<file path="src/rtl/sprite_compositor.sv">
// sprite_compositor
//   Composites NUM_SPRITES RGB565 sprites over a programmable background
//   between the VGA timing generator and the DAC pins. Channel 0 is the top
//   layer. Avalon-MM writes land in shadow registers that are copied to the
//   active set once per frame, at vcount==VACTIVE && hcount==0. The bench of
//   opaque-overlap flags for a frame, and a frame counter, are readable.
//
// Ports
//   clk, reset                 system clock, synchronous active-low reset
//   chipselect/write/read      Avalon-MM slave controls
//   address[8:0], writedata    word address / write data
//   readdata[31:0]             registered read data (1-cycle latency)
//   hcount[10:0], vcount[9:0]  timing generator counters (pixel x = hcount[10:1])
//   hs_in, vs_in, blank_n_in   undelayed sync / blank
//   rom_addr                   per-channel sprite ROM address, channel i in slice i
//   rom_data                   per-channel RGB565 from 1-cycle synchronous ROMs
//   VGA_R/G/B                  8-bit colour, 3 clocks after hcount
//   VGA_HS/VS/BLANK_n          sync / blank delayed to line up with colour
module sprite_compositor #(
    parameter int NUM_SPRITES = 4,
    parameter int SPRITE_W    = 32,
    parameter int SPRITE_H    = 32,
    parameter int VACTIVE     = 480,
    parameter int ADDR_W      = $clog2(SPRITE_W * SPRITE_H)
) (
    input  logic                          clk,
    input  logic                          reset,
    input  logic                          chipselect,
    input  logic                          write,
    input  logic                          read,
    input  logic [8:0]                    address,
    input  logic [31:0]                   writedata,
    output logic [31:0]                   readdata,
    input  logic [10:0]                   hcount,
    input  logic [9:0]                    vcount,
    input  logic                          hs_in,
    input  logic                          vs_in,
    input  logic                          blank_n_in,
    output logic [NUM_SPRITES*ADDR_W-1:0] rom_addr,
    input  logic [NUM_SPRITES*16-1:0]     rom_data,
    output logic [7:0]                    VGA_R,
    output logic [7:0]                    VGA_G,
    output logic [7:0]                    VGA_B,
    output logic                          VGA_HS,
    output logic                          VGA_VS,
    output logic                          VGA_BLANK_n
);

    localparam int unsigned NU = NUM_SPRITES;

    // Shadow (software-visible) and active (display) register sets
    logic [9:0]             r_sh_x   [NUM_SPRITES];
    logic [9:0]             r_sh_y   [NUM_SPRITES];
    logic [NUM_SPRITES-1:0] r_sh_en;
    logic [NUM_SPRITES-1:0] r_sh_flip;
    logic [15:0]            r_sh_bg;
    logic [15:0]            r_sh_key;
    logic [9:0]             r_act_x  [NUM_SPRITES];
    logic [9:0]             r_act_y  [NUM_SPRITES];
    logic [NUM_SPRITES-1:0] r_act_en;
    logic [NUM_SPRITES-1:0] r_act_flip;
    logic [15:0]            r_act_bg;
    logic [15:0]            r_act_key;

    logic [NUM_SPRITES-1:0] r_coll;
    logic [NUM_SPRITES-1:0] r_accum;
    logic [15:0]            r_frame;

    // Pixel pipeline state
    logic [NUM_SPRITES-1:0] r_hit1;
    logic [NUM_SPRITES-1:0] r_hit2;
    logic [1:0]             r_hs_d;
    logic [1:0]             r_vs_d;
    logic [1:0]             r_bl_d;

    logic                   w_commit;
    logic                   w_wr;
    logic                   w_rd;
    logic [9:0]             w_px;
    logic [NUM_SPRITES-1:0] w_hit;
    logic [9:0]             w_col    [NUM_SPRITES];
    logic [9:0]             w_row    [NUM_SPRITES];
    logic [ADDR_W-1:0]      w_addr   [NUM_SPRITES];
    logic [NUM_SPRITES-1:0] w_opaque;
    logic                   w_multi;
    logic [15:0]            w_pix;
    logic [31:0]            w_rd_val;
    logic                   w_unused;

    assign w_commit = (vcount == 10'(VACTIVE)) && (hcount == '0);
    assign w_wr     = chipselect && write;
    assign w_rd     = chipselect && read;
    assign w_px     = hcount[10:1];
    assign w_unused = &{1'b0, writedata[31:16]};

    // Hit test and ROM address, all bounds in 11 bits so x+SPRITE_W never wraps
    always_comb begin
        w_hit = '0;
        for (int unsigned i = 0; i < NU; i++) begin
            w_hit[i] = r_act_en[i]
                && ({1'b0, w_px} >= {1'b0, r_act_x[i]})
                && ({1'b0, w_px} <  ({1'b0, r_act_x[i]} + 11'(SPRITE_W)))
                && ({1'b0, vcount} >= {1'b0, r_act_y[i]})
                && ({1'b0, vcount} <  ({1'b0, r_act_y[i]} + 11'(SPRITE_H)));
            w_row[i]  = vcount - r_act_y[i];
            w_col[i]  = r_act_flip[i] ? (10'(SPRITE_W - 1) - (w_px - r_act_x[i]))
                                      : (w_px - r_act_x[i]);
            w_addr[i] = ADDR_W'({22'b0, w_col[i]} + ({22'b0, w_row[i]} * 32'(SPRITE_W)));
        end
    end

    // Opacity and priority select on the cycle the ROM data is valid
    always_comb begin
        w_opaque = '0;
        w_pix    = r_act_bg;
        for (int unsigned i = 0; i < NU; i++) begin
            w_opaque[i] = r_hit2[i] && (rom_data[i*16 +: 16] != r_act_key);
        end
        // Walk from the bottom layer up so the lowest opaque index wins
        for (int unsigned i = NU; i > 0; i--) begin
            if (w_opaque[i-1]) begin
                w_pix = rom_data[(i-1)*16 +: 16];
            end
        end
    end

    // Clearing the lowest set bit leaves something only if two or more are set
    assign w_multi = |(w_opaque & (w_opaque - NUM_SPRITES'(1)));

    // Register read mux (shadow copies, live collision/frame count)
    always_comb begin
        w_rd_val = '0;
        for (int unsigned i = 0; i < NU; i++) begin
            if (address == 9'(4*i))     w_rd_val = {22'b0, r_sh_x[i]};
            if (address == 9'(4*i + 1)) w_rd_val = {22'b0, r_sh_y[i]};
            if (address == 9'(4*i + 2)) w_rd_val = {30'b0, r_sh_flip[i], r_sh_en[i]};
        end
        case (address)
            9'h100:  w_rd_val = {16'b0, r_sh_bg};
            9'h101:  w_rd_val = {16'b0, r_sh_key};
            9'h102: begin
                for (int unsigned i = 0; i < NU && i < 32; i++) begin
                    w_rd_val[i] = r_coll[i];
                end
            end
            9'h103:  w_rd_val = {16'b0, r_frame};
            default: ;
        endcase
    end

    // Registers: shadow writes, frame commit, collision accumulation
    always_ff @(posedge clk) begin
        if (!reset) begin
            for (int unsigned i = 0; i < NU; i++) begin
                r_sh_x[i]  <= '0;
                r_sh_y[i]  <= '0;
                r_act_x[i] <= '0;
                r_act_y[i] <= '0;
            end
            r_sh_en    <= '0;
            r_sh_flip  <= '0;
            r_act_en   <= '0;
            r_act_flip <= '0;
            r_sh_bg    <= 16'hFFFF;
            r_act_bg   <= 16'hFFFF;
            r_sh_key   <= 16'hF81F;
            r_act_key  <= 16'hF81F;
            r_coll     <= '0;
            r_accum    <= '0;
            r_frame    <= '0;
            readdata   <= '0;
        end else begin
            if (w_rd) begin
                readdata <= w_rd_val;
            end
            // Active copies take the pre-write shadow value when a write
            // coincides with the commit
            if (w_commit) begin
                for (int unsigned i = 0; i < NU; i++) begin
                    r_act_x[i] <= r_sh_x[i];
                    r_act_y[i] <= r_sh_y[i];
                end
                r_act_en   <= r_sh_en;
                r_act_flip <= r_sh_flip;
                r_act_bg   <= r_sh_bg;
                r_act_key  <= r_sh_key;
                r_coll     <= r_accum;
                r_accum    <= '0;
                r_frame    <= r_frame + 16'd1;
            end else if (r_bl_d[1] && w_multi) begin
                r_accum <= r_accum | w_opaque;
            end
            if (w_wr) begin
                for (int unsigned i = 0; i < NU; i++) begin
                    if (address == 9'(4*i))     r_sh_x[i] <= writedata[9:0];
                    if (address == 9'(4*i + 1)) r_sh_y[i] <= writedata[9:0];
                    if (address == 9'(4*i + 2)) begin
                        r_sh_en[i]   <= writedata[0];
                        r_sh_flip[i] <= writedata[1];
                    end
                end
                if (address == 9'h100) r_sh_bg  <= writedata[15:0];
                if (address == 9'h101) r_sh_key <= writedata[15:0];
            end
        end
    end

    // Pixel pipeline: hit/address, ROM wait, colour out
    always_ff @(posedge clk) begin
        if (!reset) begin
            r_hit1      <= '0;
            r_hit2      <= '0;
            rom_addr    <= '0;
            r_hs_d      <= '1;
            r_vs_d      <= '1;
            r_bl_d      <= '0;
            VGA_R       <= '0;
            VGA_G       <= '0;
            VGA_B       <= '0;
            VGA_HS      <= 1'b1;
            VGA_VS      <= 1'b1;
            VGA_BLANK_n <= 1'b0;
        end else begin
            r_hit1 <= w_hit;
            r_hit2 <= r_hit1;
            for (int unsigned i = 0; i < NU; i++) begin
                if (w_hit[i]) begin
                    rom_addr[i*ADDR_W +: ADDR_W] <= w_addr[i];
                end
            end
            r_hs_d      <= {r_hs_d[0], hs_in};
            r_vs_d      <= {r_vs_d[0], vs_in};
            r_bl_d      <= {r_bl_d[0], blank_n_in};
            VGA_HS      <= r_hs_d[1];
            VGA_VS      <= r_vs_d[1];
            VGA_BLANK_n <= r_bl_d[1];
            if (r_bl_d[1]) begin
                VGA_R <= {w_pix[15:11], w_pix[15:13]};
                VGA_G <= {w_pix[10:5],  w_pix[10:9]};
                VGA_B <= {w_pix[4:0],   w_pix[4:2]};
            end else begin
                VGA_R <= '0;
                VGA_G <= '0;
                VGA_B <= '0;
            end
        end
    end

endmodule

</file>
<file path="config.mk">
export PLATFORM = sky130hd
export DESIGN_NAME = sprite_compositor
export DESIGN_NICKNAME = d
export VERILOG_FILES = /design/src/rtl/sprite_compositor.sv
export SDC_FILE = /design/constraint.sdc
export NUM_CORES = 1
export LEC_CHECK = 0
export ABC_AREA = 1
export CAP_MARGIN = 20
export CORE_MARGIN = 5
export CORE_UTILIZATION = 35
export DETAILED_ROUTE_END_ITERATION = 6
export GPL_ROUTABILITY_DRIVEN = 1
export PLACE_DENSITY_LB_ADDON = 0.05
export SKIP_CTS_REPAIR_TIMING = 1
export SYNTH_ARGS = -nofsm -noshare
export SYNTH_HDL_FRONTEND = slang
export SYNTH_SLANG_ARGS = --single-unit
export TNS_END_PERCENT = 30
</file>
<file path="constraint.sdc">
create_clock -name clk -period 8.97 [get_ports clk]
set_clock_uncertainty 0.2 [all_clocks]
set_input_delay 1.794 -clock clk [delete_from_list [all_inputs] [get_ports clk]]
set_output_delay 1.794 -clock clk [all_outputs]
set_load 0.02 [all_outputs]
</file>
==> reports/metrics.yaml <==
port_buffers: 200
netlist_area_sq_um: 21500
drv_slew: 0
cpMostUsedCell: "nand2_1"
yosys_warnings: 0
p_int_w: 0.00299
grt_antenna_before_repair: 1
cts_sinks: 353
tns_ns: 0
end_kind: "flip-flop"
tightest_slew_ns: 1.04
syn_area_per_cell_sq_um: 7.81
rsz0062_at_grt: "no"
yosysMostFrequentCell: "nand2_1"
grt_pass1_vias: 18400
fp.dieH_microns: 258
power_frac_comb: 0.144
synth_top_area_frac: 0.223
viasPerCell: 5.02
design.core.area_sq_um: 60600
synth_cell_types: 49
grt-ovfl-total: 0
relSlewSlack: 0.302
clock.fmax_mhz: 189
cts_tree: "done"
crit_chain: "clkdlybuf4s50_1 -> ha_1 -> a21o_1 -> or2_2 -> a21o_1 -> xor2_1 -> ha_1 -> nand2_1 -> o21ai_0 -> fa_1 -> nand2_1 -> nand2_1 -> a21oi_1 -> nand3b_1 -> nand2_1 -> nand2_1 -> nand2_1 -> a21oi_1"
hold_viol_final: 0
insertion_delay_ns: 0.60
areaGrowthSynthToFinish_pct: 19.4
outcome: "completed"
crit_type: "in2reg"
timing.final.crit_share: 0.589
critPathArrivalTime_ns: 5.59
power_frac_seq: 0.422
synthTopCellsByCount: "514 x nand2_1, 430 x inv_1, 310 x nor2_1"
utilization: 0.424
synth_flop_cell: "dfxtp_1"
p_clk_frac: 0.434
dr_total_vias: 18900
cts.reportedPaths.clkPinSlew_ns: 0.05
drt-initial-drc-count: 1328
ys_ff_latch: 353
start_util: 0.355
maxCapViolCount: 0
route.detailed.drc: 0
peakVddDrop_v: 0.000125
fin_crit_ns: 5.28
synth_edf_count: 160
cts_buffer_depth: 3
h-tree-depth: 2
p_per_area_nw_per_um2: 160
die_w_microns: 258
synth_cells: 2753
rows: 90
cp_slowest_cell: "clkdlybuf4s50_1"
min_path_type: "reg2reg"
clock-root-buffer: "clkbuf_16"
p_switching_w: 0.00113
wirelength_mm: 75.8
start_kind: "input pin"
path_delay_family: "adder cells"
grt_start_max_net_pins: 79
yosys.area.top_type: "edfxtp_1"
die_area_sq_um: 66500
nNetsFinal: 3241
grt_pass1_wl_mm: 114
totalPowerFinal_w: 0.00412
ant_nets: 0
grt.total_usage: 0.221
numCtsBuffers: 45
slowest_delay_ns: 0.65
drive_above_1_share: 0.0490
hpwlAfterDp_mm: 59.1
cp_data_required_time_ns: 9.28
worstPathMaxFanout: 6
setup_viol: 0
synth_area_leaders: "edfxtp_1 22%, dfxtp_1 18%, nand2_1 9.0%, ha_1 8.7%, inv_1 7.5%"
routedWlPerCell_microns: 20.1
async_flop_share: 0
ios: 233
worst-path-buf-inv: 1
ys_seq_area_frac: 0.403
p_leak_nw: 11.1
first_pass_iters: 6
swShare: 0.274
gp_congestion: 0.936
## placed cells by master (no fill, tap or decap), drive strengths merged, types with 2 or more instances in the layout
master / instances
inv: 438
nor4: 9
nand2: 518
conb: 16
bufinv: 3
xor2: 67
o31ai: 4
fa: 12
o2111ai: 7
o22a: 8
nand3b: 9
nor3b: 4
o221ai: 13
o211ai: 49
clkbuf: 60
clkinvlp: 2
nand3: 146
nand4: 58
a21oi: 193
buf: 30
xnor2: 55
nor3: 25
or2: 24
nor2: 320
o21ai: 110
clkdlybuf4s50: 199
a21o: 4
a31oi: 13
dfxtp: 193
edfxtp: 160
a221oi: 10
clkinv: 33
o22ai: 17
a211oi: 6
ha: 149
o21a: 11
o21bai: 6
## power groups by stage
stage	registers, W	logic, W	clock network (W)
finish	0.00174	0.000591	0.00179
global route	0.00174	0.000667	0.00190
CTS	0.00174	0.000596	0.00184
detailed placement	0.00177	0.000593	0
global placement	0.00177	0.000587	0
floorplan	0.00176	0.000367	0
## cell families (layout without fill, tap and decap cells)
logic type	Yosys count	count (layout)	share of synthesized area
AOI/OAI and AO/OA	451	451	0.123
xor gates and xnor gates	122	122	0.0500
other	1	17	0.000174
and+or+nand+nor	1114	1114	0.222
adders and majority gates	161	161	0.0978
DFF	353	353	0.403
buffers and inverters	551	765	0.104
## registers in the layout, indices dropped and copies added, names as in the netlist, 5 cells and up
signal	cells
r_act_key	16
r_sh_x	40
rom_addr	40
VGA_B	5
r_act_bg	16
r_sh_key	16
VGA_R	5
VGA_G	6
r_act_y	40
r_sh_bg	16
r_frame	16
r_act_x	40
readdata	16
r_sh_y	40
## layout make-up
type | instances | area (sq um)
Tap cell | 782 | 978
Antenna cell | 1 | 2.50
Timing Repair Buffer | 229 | 2220
Clock buffer | 60 | 1220
Sequential cell | 353 | 8670
Inverter | 453 | 1700
Multi-Input combinational cell | 1864 | 10700
Fill cell | 6192 | 34900
Clock inverter | 23 | 220
## routing by layer
metal  part of all wire  wire (microns)  vias to the layer above  track usage
met5                  0               0                        -            0
met2               0.46           34600                      453        0.358
met3              0.050            3780                       82       0.0244
met1               0.47           35900                     8940        0.319
met4              0.021            1570                        0       0.0524
li1                   -               -                     9422            -
## metrics by stage
step | hold slack, ns | instances | setup slack (ns) | instance area (sq um)
2_1_floorplan | 0.190 | 2768 | 4.18 | 21600
3_3_place_gp | 0.194 | 3681 | 3.10 | 24200
3_5_place_dp | 0.198 | 3681 | 3.04 | 24200
4_1_cts | 0.211 | 3764 | 3.67 | 25700
5_1_grt | 0.224 | 3765 | 3.36 | 25700
6_report | 0.210 | 3765 | 3.69 | 25700
## path summary, 6_finish.rpt
| check | startpoint | to | slack (ns) | depth (start not counted) |
|---|---|---|---|---|
| worst min-delay path | r_hs_d[0]$_SDFF_PN1_ | r_hs_d[1]$_SDFF_PN1_ | 0.21 | 1 |
| worst max-delay path | hcount[5] | rom_addr[9]$_SDFFE_PN0P_ | 3.69 | 18 |
| worst max register to register | r_act_x[0][4]$_SDFFCE_PN0P_ | rom_addr[9]$_SDFFE_PN0P_ | 5.24 | 18 |
| worst min register to register | r_hs_d[0]$_SDFF_PN1_ | r_hs_d[1]$_SDFF_PN1_ | 0.21 | 1 |
(Power assumes the default switching activity.)
